<file path="config.mk">
export PLATFORM = sky130hd
export DESIGN_NAME = stopwatch_core_flat
export DESIGN_NICKNAME = d
export VERILOG_FILES = /design/src/rtl/stopwatch_core_if.sv /design/src/rtl/stopwatch_core.sv /design/src/flat_wrapper.sv
export SDC_FILE = /design/constraint.sdc
export NUM_CORES = 1
export LEC_CHECK = 0
export CAP_MARGIN = 10
export CORE_MARGIN = 8
export CORE_UTILIZATION = 55
export DETAILED_ROUTE_END_ITERATION = 16
export GPL_TIMING_DRIVEN = 0
export PLACE_DENSITY = 0.74
export SETUP_SLACK_MARGIN = 0.4
export SYNTH_ARGS = -nofsm -noshare
export SYNTH_HDL_FRONTEND = slang
export SYNTH_SLANG_ARGS = --single-unit
</file>
<file path="constraint.sdc">
create_clock -name clk -period 7.6 [get_ports clk]
set_clock_uncertainty 0.15 [all_clocks]
set_input_delay 1.52 -clock clk [delete_from_list [all_inputs] [get_ports clk]]
set_output_delay 1.52 -clock clk [all_outputs]
set_load 0.005 [all_outputs]
</file>
<file path="src/rtl/stopwatch_core_if.sv">
//------------------------------------------------------------------------------
// Module : stopwatch_core_if
// Brief  : Button-pulse inputs and display outputs of the stopwatch core.
// Rev    : 1.0
//------------------------------------------------------------------------------
`default_nettype none

interface stopwatch_core_if;
    logic       one_pulse;
    logic       ten_pulse;
    logic       pause_pulse;
    logic       clear_pulse;
    logic [7:0] ssd;
    logic       running;

    modport master (
        output one_pulse, ten_pulse, pause_pulse, clear_pulse,
        input  ssd, running
    );

    modport slave (
        input  one_pulse, ten_pulse, pause_pulse, clear_pulse,
        output ssd, running
    );
endinterface

`default_nettype wire

</file>
<file path="src/rtl/stopwatch_core.sv">
//------------------------------------------------------------------------------
// Module : stopwatch_core
// Brief  : Two-digit BCD seconds counter with run/pause FSM and multiplexed
//          seven-segment output. STOPWATCH_LEADING_BLANK_EN blanks a zero tens.
// Rev    : 1.0
//------------------------------------------------------------------------------
`default_nettype none

module stopwatch_core #(
    parameter int TICK_DIV = 12_000_000,
    parameter int DISP_DIV = 12_000
) (
    input  wire               clk,
    input  wire               rst,
    stopwatch_core_if.slave   bus
);
    localparam int PW = $clog2(TICK_DIV);
    localparam int DW = (DISP_DIV > 1) ? $clog2(DISP_DIV) : 1;
    localparam logic [PW-1:0] c_TICK_LAST = PW'(TICK_DIV - 1);
    localparam logic [DW-1:0] c_DISP_LAST = DW'(DISP_DIV - 1);

    typedef enum logic [1:0] {
        S_IDLE   = 2'd0,
        S_RUN    = 2'd1,
        S_PAUSED = 2'd2
    } state_t;

    state_t        r_state;
    logic [PW-1:0] r_presc;
    logic [3:0]    r_ones;
    logic [3:0]    r_tens;
    logic [DW-1:0] r_dcnt;
    logic          r_sel;
    logic [7:0]    r_ssd;
    logic          r_running;

    logic          w_tick;
    logic          w_preset_ok;
    logic          w_inc_one;
    logic          w_inc_ten;
    logic          w_carry;
    logic [3:0]    w_ones_nxt;
    logic [3:0]    w_tens_sum;
    logic [3:0]    w_tens_nxt;
    state_t        w_state_nxt;
    logic [3:0]    w_disp_digit;
    logic [6:0]    w_disp_seg;

    function automatic logic [6:0] f_seg(input logic [3:0] d);
        case (d)
            4'd0:    f_seg = 7'h3F;
            4'd1:    f_seg = 7'h06;
            4'd2:    f_seg = 7'h5B;
            4'd3:    f_seg = 7'h4F;
            4'd4:    f_seg = 7'h66;
            4'd5:    f_seg = 7'h6D;
            4'd6:    f_seg = 7'h7D;
            4'd7:    f_seg = 7'h07;
            4'd8:    f_seg = 7'h7F;
            4'd9:    f_seg = 7'h6F;
            default: f_seg = 7'h00;
        endcase
    endfunction

    // A ones increment (tick or preset) is applied before the tens preset.
    always_comb begin
        w_tick      = (r_state == S_RUN) && (r_presc == c_TICK_LAST);
        w_preset_ok = (r_state != S_RUN);
        w_inc_one   = w_tick || (w_preset_ok && bus.one_pulse);
        w_inc_ten   = w_preset_ok && bus.ten_pulse;
        w_carry     = 1'b0;
        w_ones_nxt  = r_ones;
        if (w_inc_one) begin
            if (r_ones == 4'd9) begin
                w_ones_nxt = 4'd0;
                w_carry    = 1'b1;
            end else begin
                w_ones_nxt = r_ones + 4'd1;
            end
        end
        w_tens_sum = r_tens + {3'd0, w_carry} + {3'd0, w_inc_ten};
        w_tens_nxt = (w_tens_sum >= 4'd10) ? (w_tens_sum - 4'd10) : w_tens_sum;

        w_state_nxt = r_state;
        if (bus.pause_pulse) begin
            w_state_nxt = (r_state == S_RUN) ? S_PAUSED : S_RUN;
        end
    end

    always_comb begin
        w_disp_digit = r_sel ? r_tens : r_ones;
        w_disp_seg   = f_seg(w_disp_digit);
`ifdef STOPWATCH_LEADING_BLANK_EN
        if (r_sel && (r_tens == 4'd0)) begin
            w_disp_seg = 7'h00;
        end
`endif
    end

    always_ff @(posedge clk) begin
        if (rst) begin
            r_state   <= S_IDLE;
            r_presc   <= '0;
            r_ones    <= 4'd0;
            r_tens    <= 4'd0;
            r_dcnt    <= '0;
            r_sel     <= 1'b0;
            r_ssd     <= 8'h3F;
            r_running <= 1'b0;
        end else begin
            if (r_dcnt == c_DISP_LAST) begin
                r_dcnt <= '0;
                r_sel  <= ~r_sel;
            end else begin
                r_dcnt <= r_dcnt + 1'b1;
            end
            r_ssd <= {r_sel, w_disp_seg};

            if (bus.clear_pulse) begin
                r_state   <= S_IDLE;
                r_presc   <= '0;
                r_ones    <= 4'd0;
                r_tens    <= 4'd0;
                r_running <= 1'b0;
            end else begin
                if (r_state == S_RUN) begin
                    r_presc <= w_tick ? '0 : (r_presc + 1'b1);
                end
                r_ones    <= w_ones_nxt;
                r_tens    <= w_tens_nxt;
                r_state   <= w_state_nxt;
                r_running <= (w_state_nxt == S_RUN);
            end
        end
    end

    assign bus.ssd     = r_ssd;
    assign bus.running = r_running;

endmodule

`default_nettype wire
</file>
<file path="src/flat_wrapper.sv">
// flat-port wrapper written by rule: the top's interface ports become plain ports
module stopwatch_core_flat 
#(
    parameter int TICK_DIV = 12_000_000,
    parameter int DISP_DIV = 12_000
)
  (clk, rst, bus_one_pulse, bus_ten_pulse, bus_pause_pulse, bus_clear_pulse, bus_ssd, bus_running);
  stopwatch_core_if bus_i ();
  input  wire clk;
  input  wire rst;
  input wire logic [$bits(bus_i.one_pulse)-1:0] bus_one_pulse;
  input wire logic [$bits(bus_i.ten_pulse)-1:0] bus_ten_pulse;
  input wire logic [$bits(bus_i.pause_pulse)-1:0] bus_pause_pulse;
  input wire logic [$bits(bus_i.clear_pulse)-1:0] bus_clear_pulse;
  output wire logic [$bits(bus_i.ssd)-1:0] bus_ssd;
  output wire logic [$bits(bus_i.running)-1:0] bus_running;
  assign bus_i.one_pulse = bus_one_pulse;
  assign bus_i.ten_pulse = bus_ten_pulse;
  assign bus_i.pause_pulse = bus_pause_pulse;
  assign bus_i.clear_pulse = bus_clear_pulse;
  assign bus_ssd = bus_i.ssd;
  assign bus_running = bus_i.running;
  stopwatch_core #(.TICK_DIV(TICK_DIV), .DISP_DIV(DISP_DIV)) u_core (.clk(clk), .rst(rst), .bus(bus_i));
endmodule
</file>
==> results.md, run 1 <==
* Gr ovfl total at 0
* Post-place setup slack at 3380 ps
* Maximum fanout along the worst path at 6
* Top-count cell post-synth: dfxtp_1
* Antenna cells at 0
* Commonest cells in the synthesized netlist: dfxtp_1 (58), nor2_1 (54), xor2_1 (25)
* Worst R2R Path Depth at 12
* Vias in the first global route at 2048
* Num ports at 15
* Status: finished clean
* Relative slew slack at 0.502
* DR iter-0 viols at 81
* Die Wd at approximately 86 um
* Worst-margin pin slew at 727 ps
* Clock buffer count from CTS at 9
* DR vias at just over 2000
* Crit Path Category: primary input to flop
* Die Y at between 80 and 90 um
* Pwr Density at approximately 210 nW/um2
* FF+latch count, synth at a little under 60
* First-pass GRT wire length at 8610 um
* Post-route cell area at roughly 3100 um2
* Hold Path Depth at 1
* Largest area contributor in the netlist: dfxtp_1
* Syn Nets at 321
* Vias per inst at 5.11
* XOR/XNOR share of the synthesized area at 0.124
* CTS Hold Buffers Added at 0
* Antenna violations before repair at 0
* Fin Hold WS at about 320 ps
* Worst hold path class: flop to flop
* Main synth FF type: dfxtp_1
* Async SR Flop Fraction at 0
* Unique masters post-synth at between 40 and 50
* Mapped cell area at roughly 2700 um2
* Placeable Area at about 4700 um2
* Total wire length at 4770 um
* Slew Viols, Final at 0
* Die ar. at roughly 7400 um2
* Initial core utilization at 0.567
* Final WS setup at ~3600 ps
* Final ANT Viol Nets at 0
* CTS H-tree lvls at 3
* Lkg Pwr at between 1 and 1.5 nW
* Endpoints failing hold at 0
* RSZ-0062 raised after global routing: false
* Register area share after synthesis at 0.433
* Rows at 25
* CP endpoint kind: flop
* Largest net degree at the start of global routing at 11
* Gpl congestion at 0.811
* Nets at 346
* Maxcap violations at 0
* Root Buffer: clkbuf_8
* Cells after Synth at between 300 and 400
* CTS sink count at a little under 60
* WP data required at roughly 7700 ps
* Placed inst area at 2900 um2
* Final period utilization at 0.523
* Area growth, synth to finish at 16.9%
* Max Root-Sink Buffers at 2
* Top cells by area, synth: dfxtp_1 (43%), xor2_1 (8.2%), nor2_1 (7.6%), ha_1 (4.7%), xnor2_1 (4.2%)
* Adder-cell share of the synthesized area at 0.0542
* Final HPWL DP at around 3300 um
* Residual DRC at 0
* YS warnings at 0
* Worst-path clk slew at approximately 70 ps
* Routed len/inst at approximately 12 um
* Maximum VDD drop at roughly 0.15 mV
* Final setup viols at 0
* IO Port Bufs at 14
* Critical Path AT at roughly 4000 ps
* Startpoint Class: primary input
* Tot Pwr at 0.658 mW
* Mean Syn Cell Area at between 8 and 9 um2
* Max Clk Rate at approximately 250 MHz
* Setup TNS at 0 ps
* CTS resizes at 0
* Synth Area in Compound Gates at 0.0626
* DRT Pass-1 Iters at 4
* Mux cell area share after synthesis at 0.0229
* Postcts setup bufs at 0
* Largest family of logic cells by synthesized area: simple AND/OR/NAND/NOR gates
* CTS tree: yes
* Yosys top cell area share at 0.433
* EDFF count, synth at 0
* Tmin final at 3980 ps
* Worst skew pair latency at 340 ps
* GRT Overall Usage at 0.146
* Share of layout cells above drive strength 1 at 0.0808
* Synth Area in Simple Gates at 0.273
[placed cells by master (no fill, tap or decap), types with 2 or more instances in the layout]
cell type	n
a21oi_1	9
nor2b_1	2
inv_1	11
nand2_1	22
and4_1	5
xnor2_1	13
nand4_1	13
or2_2	3
o21a_1	2
and3_1	6
nand3_1	16
ha_1	10
xor2_1	25
nor3_1	6
clkbuf_1	6
clkbuf_8	11
nor4_1	3
nand2b_1	4
and2_1	5
dfxtp_1	58
bufinv_16	2
mux2i_1	5
o21ai_0	4
nor4_2	2
clkdlybuf4s50_1	14
nor2_1	54
buf_2	4
[power breakdown]
group	total, mW	internal, mW	leakage (nW)	switching, mW
logic	0.0244	0.0112	0.570	0.0132
registers	0.310	0.308	0.469	0.00253
clock network	0.324	0.203	0.117	0.121
total	0.658	0.521	1.16	0.137
[critical path: stages]
cell and delay [ps]:
clkdlybuf4s50_1 390, and2_1 150, a31oi_2 290, nand2b_1 220
nor3_1 80, fa_1 400, ha_1 220, xnor2_1 350
ha_1 300, inv_1 50, o211a_1 140
[final cells by class]
cell class / count / area [um2]
clock inverter: 4 / 73.8
fill: 386 / 1590
inverter: 11 / 41.3
timing repair buffer: 14 / 140
tap: 67 / 83.8
sequential: 58 / 1160
buffer: 9 / 38.8
multi-input combinational: 226 / 1440
clock buffer: 12 / 155
[stage by stage]
| step | util | cells |
|---|---|---|
| after detailed placement | 0.615 | 385 |
| after global routing | 0.663 | 401 |
| after CTS | 0.663 | 401 |
| after floorplan | - | 304 |
| final | 0.663 | 401 |
| after global placement | 0.615 | 385 |
[final timing paths]
check                                              endpoint                           start  slack (ps)
worst min-delay path            u_core.r_dcnt[0]$_SDFF_PP0_     u_core.r_dcnt[0]$_SDFF_PP0_         320
worst min register to register  u_core.r_dcnt[0]$_SDFF_PP0_     u_core.r_dcnt[0]$_SDFF_PP0_         320
worst max register to register  u_core.r_tens[2]$_SDFF_PP0_  u_core.r_presc[0]$_SDFFE_PP0N_        4270
worst max-delay path            u_core.r_tens[2]$_SDFF_PP0_                   bus_one_pulse        3620
[cell families (layout without fill, tap and decap cells)]
kind of cell | after synthesis | in the layout
and+or+nand+nor | 146 | 146
AOI/OAI and AO/OA | 25 | 25
DFF | 58 | 58
buffers and inverters | 20 | 50
muxes | 6 | 6
adders and majority gates | 11 | 11
xor gates and xnor gates | 38 | 38
[flip-flops by register name, summed over array words and instances (netlist names)]
register / flops
u_core.r_sel: 1
u_core.bus.running: 1
u_core.r_dcnt: 14
u_core.r_state: 2
u_core.r_presc: 24
u_core.r_ones: 4
u_core.r_tens: 4
u_core.bus.ssd: 8
[per-layer routing]
metal,track usage,part of all wire,up-vias,routed length [um]
met3,0.0621,0.040,15,192
li1,-,-,1079,-
met4,0.0685,0.024,0,116
met1,0.150,0.45,927,2140
met2,0.252,0.49,28,2320
met5,0,0,-,0
No activity file was read; power rests on OpenSTA's default activity.
==> inputs of run 2 (changes only) <==
--- a/config.mk
+++ b/config.mk
@@ -7,10 +7,10 @@
 export LEC_CHECK = 0
 export CAP_MARGIN = 10
 export CORE_MARGIN = 8
-export CORE_UTILIZATION = 55
+export CORE_UTILIZATION = 53
 export DETAILED_ROUTE_END_ITERATION = 16
 export GPL_TIMING_DRIVEN = 0
-export PLACE_DENSITY = 0.74
+export PLACE_DENSITY = 0.75
 export SETUP_SLACK_MARGIN = 0.4
 export SYNTH_ARGS = -nofsm -noshare
 export SYNTH_HDL_FRONTEND = slang
==> constraint.sdc (replaced) <==
create_clock -name clk -period 3.2 [get_ports clk]
set_clock_uncertainty 0.15 [all_clocks]
set_input_delay 0.64 -clock clk [delete_from_list [all_inputs] [get_ports clk]]
set_output_delay 0.64 -clock clk [all_outputs]
set_load 0.005 [all_outputs]
==> run 2 against run 1 <==
  * Wire length up 5.6%
  * Critical path depth is the same
  * Register-to-register slack worse by 3800 ps
  * Critical path type is now flop to flop
  * Critical endpoint unchanged
  * Largest power group is now registers
  * Highest routed layer unchanged
==> results.md, run 2 (synthesized netlist as in run 1, its figures left out) <==
* Worst hold path class: flop to flop
* Max Root-Sink Buffers at 2 (unchanged)
* Antenna violations before repair at 0 (unchanged)
* Worst Hold Launch: u_core.r_dcnt[0]$_SDFF_PP0_
* Nets at 356 (+2.9%)
* Die ar. at 7590 um2 (+3.1%)
* DR vias at 2096 (+2.3%)
* Endpoints failing hold at 0 (unchanged)
* Residual DRC at 0 (unchanged)
* Die Y at 87.1 um (+1.5%)
* Final period utilization at 0.865
* Slew Viols, Final at 0 (unchanged)
* Vias per inst at 5.06 (-0.92%)
* Reg2reg end: u_core.r_tens[2]$_SDFF_PP0_
* Pwr Density at 430 nW/um2 (+100%)
* CTS tree: yes
* DRT Pass-1 Iters at 4 (unchanged)
* Clock buffer count from CTS at 9 (unchanged)
* Hold endpoint: u_core.r_dcnt[0]$_SDFF_PP0_
* CP max-delay cell: or4b_4
* Most frequent CP cell: nor3_4
* GRT Overall Usage at 0.143 (-0.00306)
* Placed inst area at 2920 um2 (+0.60%)
* Max reg flops at 24 (unchanged)
* CTS sink count at 58 (unchanged)
* Critical path depth at 11 (unchanged)
* Most frequent cells in the layout: nor2_1 (54), dfxtp_1 (54), xor2_1 (24)
* Area growth, synth to finish at 21.9%
* Lkg Pwr at 1.21 nW (+4.9%)
* Crit Path Category: flop to flop
* WP data required at 3280 ps (-4450 ps)
* RSZ-0062 raised after global routing: true
* Worst stage delay on the critical path at 540 ps (+140 ps)
* Most flops, register: u_core.r_presc
* Final ANT Viol Nets at 0 (unchanged)
* Max Clk Rate at between 300 and 400 MHz
* Status: finished clean
* Startpoint Class: flop
* Gr ovfl total at 0 (unchanged)
* Worst-margin pin slew at 756 ps (+29.3 ps)
* Vias in the first global route at 1973 (-3.7%)
* Maximum fanout along the worst path at 4 (-2)
* First-pass GRT wire length at 8570 um (-0.49%)
* Critical Path AT at 2850 ps (-1260 ps)
* Gpl congestion at 0.782 (-3.6%)
* Worst R2R Path Depth at 11 (-1)
* Maxcap violations at 0 (unchanged)
* Hold Path Depth at 1 (unchanged)
* IO Port Bufs at 14 (unchanged)
* Rows at 26 (+4.0%)
* Worst-path clk slew at 60 ps (about the same)
* Root Buffer: clkbuf_8
* Crit-path cells: or4b_4 > nor3_4 > a31oi_4 > nand2b_4 > nor3_4 > fa_2 > ha_4 > xnor2_4 > ha_1 > inv_1 > o211a_1
* Antenna cells at 0 (unchanged)
* Num ports at 15 (unchanged)
* CTS H-tree lvls at 3 (unchanged)
* CP top delay family: simple AND/OR/NAND/NOR gates
* Final HPWL DP at 3280 um (+0.27%)
* Total wire length at 5040 um (+5.6%)
* Initial core utilization at 0.538 (-0.0290)
* R2R setup slack at 430 ps (-3840 ps)
* Finished Core Util at 0.656 (-0.00695)
* Largest net degree at the start of global routing at 11 (unchanged)
* Final setup viols at 0 (unchanged)
* Worst skew pair latency at 330 ps (about the same)
* Worst path buffer plus inverter count at 1 (-1)
* DR iter-0 viols at 78 (-3.7%)
* CP endpoint kind: flop
* Tmin final at ~2800 ps
* Maximum VDD drop at 0.467 mV (+210%)
* Placeable Area at 4980 um2 (+5.4%)
* Share of layout cells above drive strength 1 at 0.140 (+0.0587)
* Relative slew slack at 0.482 (-0.0201)
* Worst r2r src: u_core.r_presc[19]$_SDFFE_PP0N_
* CP Launch Point: u_core.r_presc[19]$_SDFFE_PP0N_
* Die Wd at 87.1 um (+1.5%)
* Routed len/inst at 12.2 um (+2.3%)
* Post-route cell area at 3270 um2 (+4.3%)
[run 2: cell count changes in the layout (fill, tap and decap cells not counted), moves of 2 or more]
cell / previous run / this run
buf_4: 0 / 10
dfxtp_1: 58 / 54
dfxtp_2: 0 / 3
bufinv_16: 2 / 0
nor3_4: 0 / 2
[run 2: how the worst max path moves through the flow]
stage	to	slack, ps
2_1_floorplan	u_core.r_tens[2]$_SDFF_PP0_	420
3_3_place_gp	u_core.r_tens[2]$_SDFF_PP0_	-70
3_5_place_dp	u_core.r_tens[2]$_SDFF_PP0_	-90
4_1_cts	u_core.r_tens[2]$_SDFF_PP0_	400
5_1_grt	u_core.r_tens[2]$_SDFF_PP0_	310
6_report	u_core.r_tens[2]$_SDFF_PP0_	430
[run 2: worst register-to-register path, stage by stage, from the launching register on]
cell and delay [ps]:
dfxtp_2 320, or4b_4 540, nor3_4 230, a31oi_4 110, nand2b_4 180, nor3_4 120
fa_2 250, ha_4 170, xnor2_4 90, ha_1 270, inv_1 30, o211a_1 200
[run 2: power by group]
group	switching (mW)	total, mW	internal, mW
sequential	0.00707	0.738	0.730
clock	0.262	0.604	0.342
combinational	0.0332	0.0641	0.0309
total	0.302	1.41	1.10
[run 2: through the flow]
stage	worst slack (ps)	hold slack (ps)	std cells	total power [mW]	setup TNS, ps
finish	432	320	414	1.41	0
detailed placement	-87.2	308	388	0.812	-87.2
global placement	-66.3	295	388	0.810	-66.3
floorplan	415	276	304	0.789	0
global route	308	364	414	1.46	0
CTS	402	322	408	1.42	0
[run 2: area by class of cell]
type / instances / area, um2
Multi-Input combinational cell: 226 / 1530
Timing Repair Buffer: 24 / 215
Clock buffer: 14 / 173
Tap cell: 70 / 87.6
Clock inverter: 2 / 10.0
Buffer: 9 / 38.8
Inverter: 11 / 41.3
Sequential cell: 58 / 1170
Fill cell: 412 / 1710
[run 2: per-layer routing]
layer  global-route usage  up-vias  wire (um)
met5                    0        -          0
met4               0.0703        0        111
met3               0.0547       12        218
met2                0.226       24       2420
met1                0.166      957       2290
li1                     -     1103          -
[run 2: timing repair]
item | CTS | global route
hold buffers | 0 | 0
buffers inserted | 4 | 6
resized for setup | 9 | 7
endpoints found under the setup margin | 3 | 3
pin swaps | 4 | 7
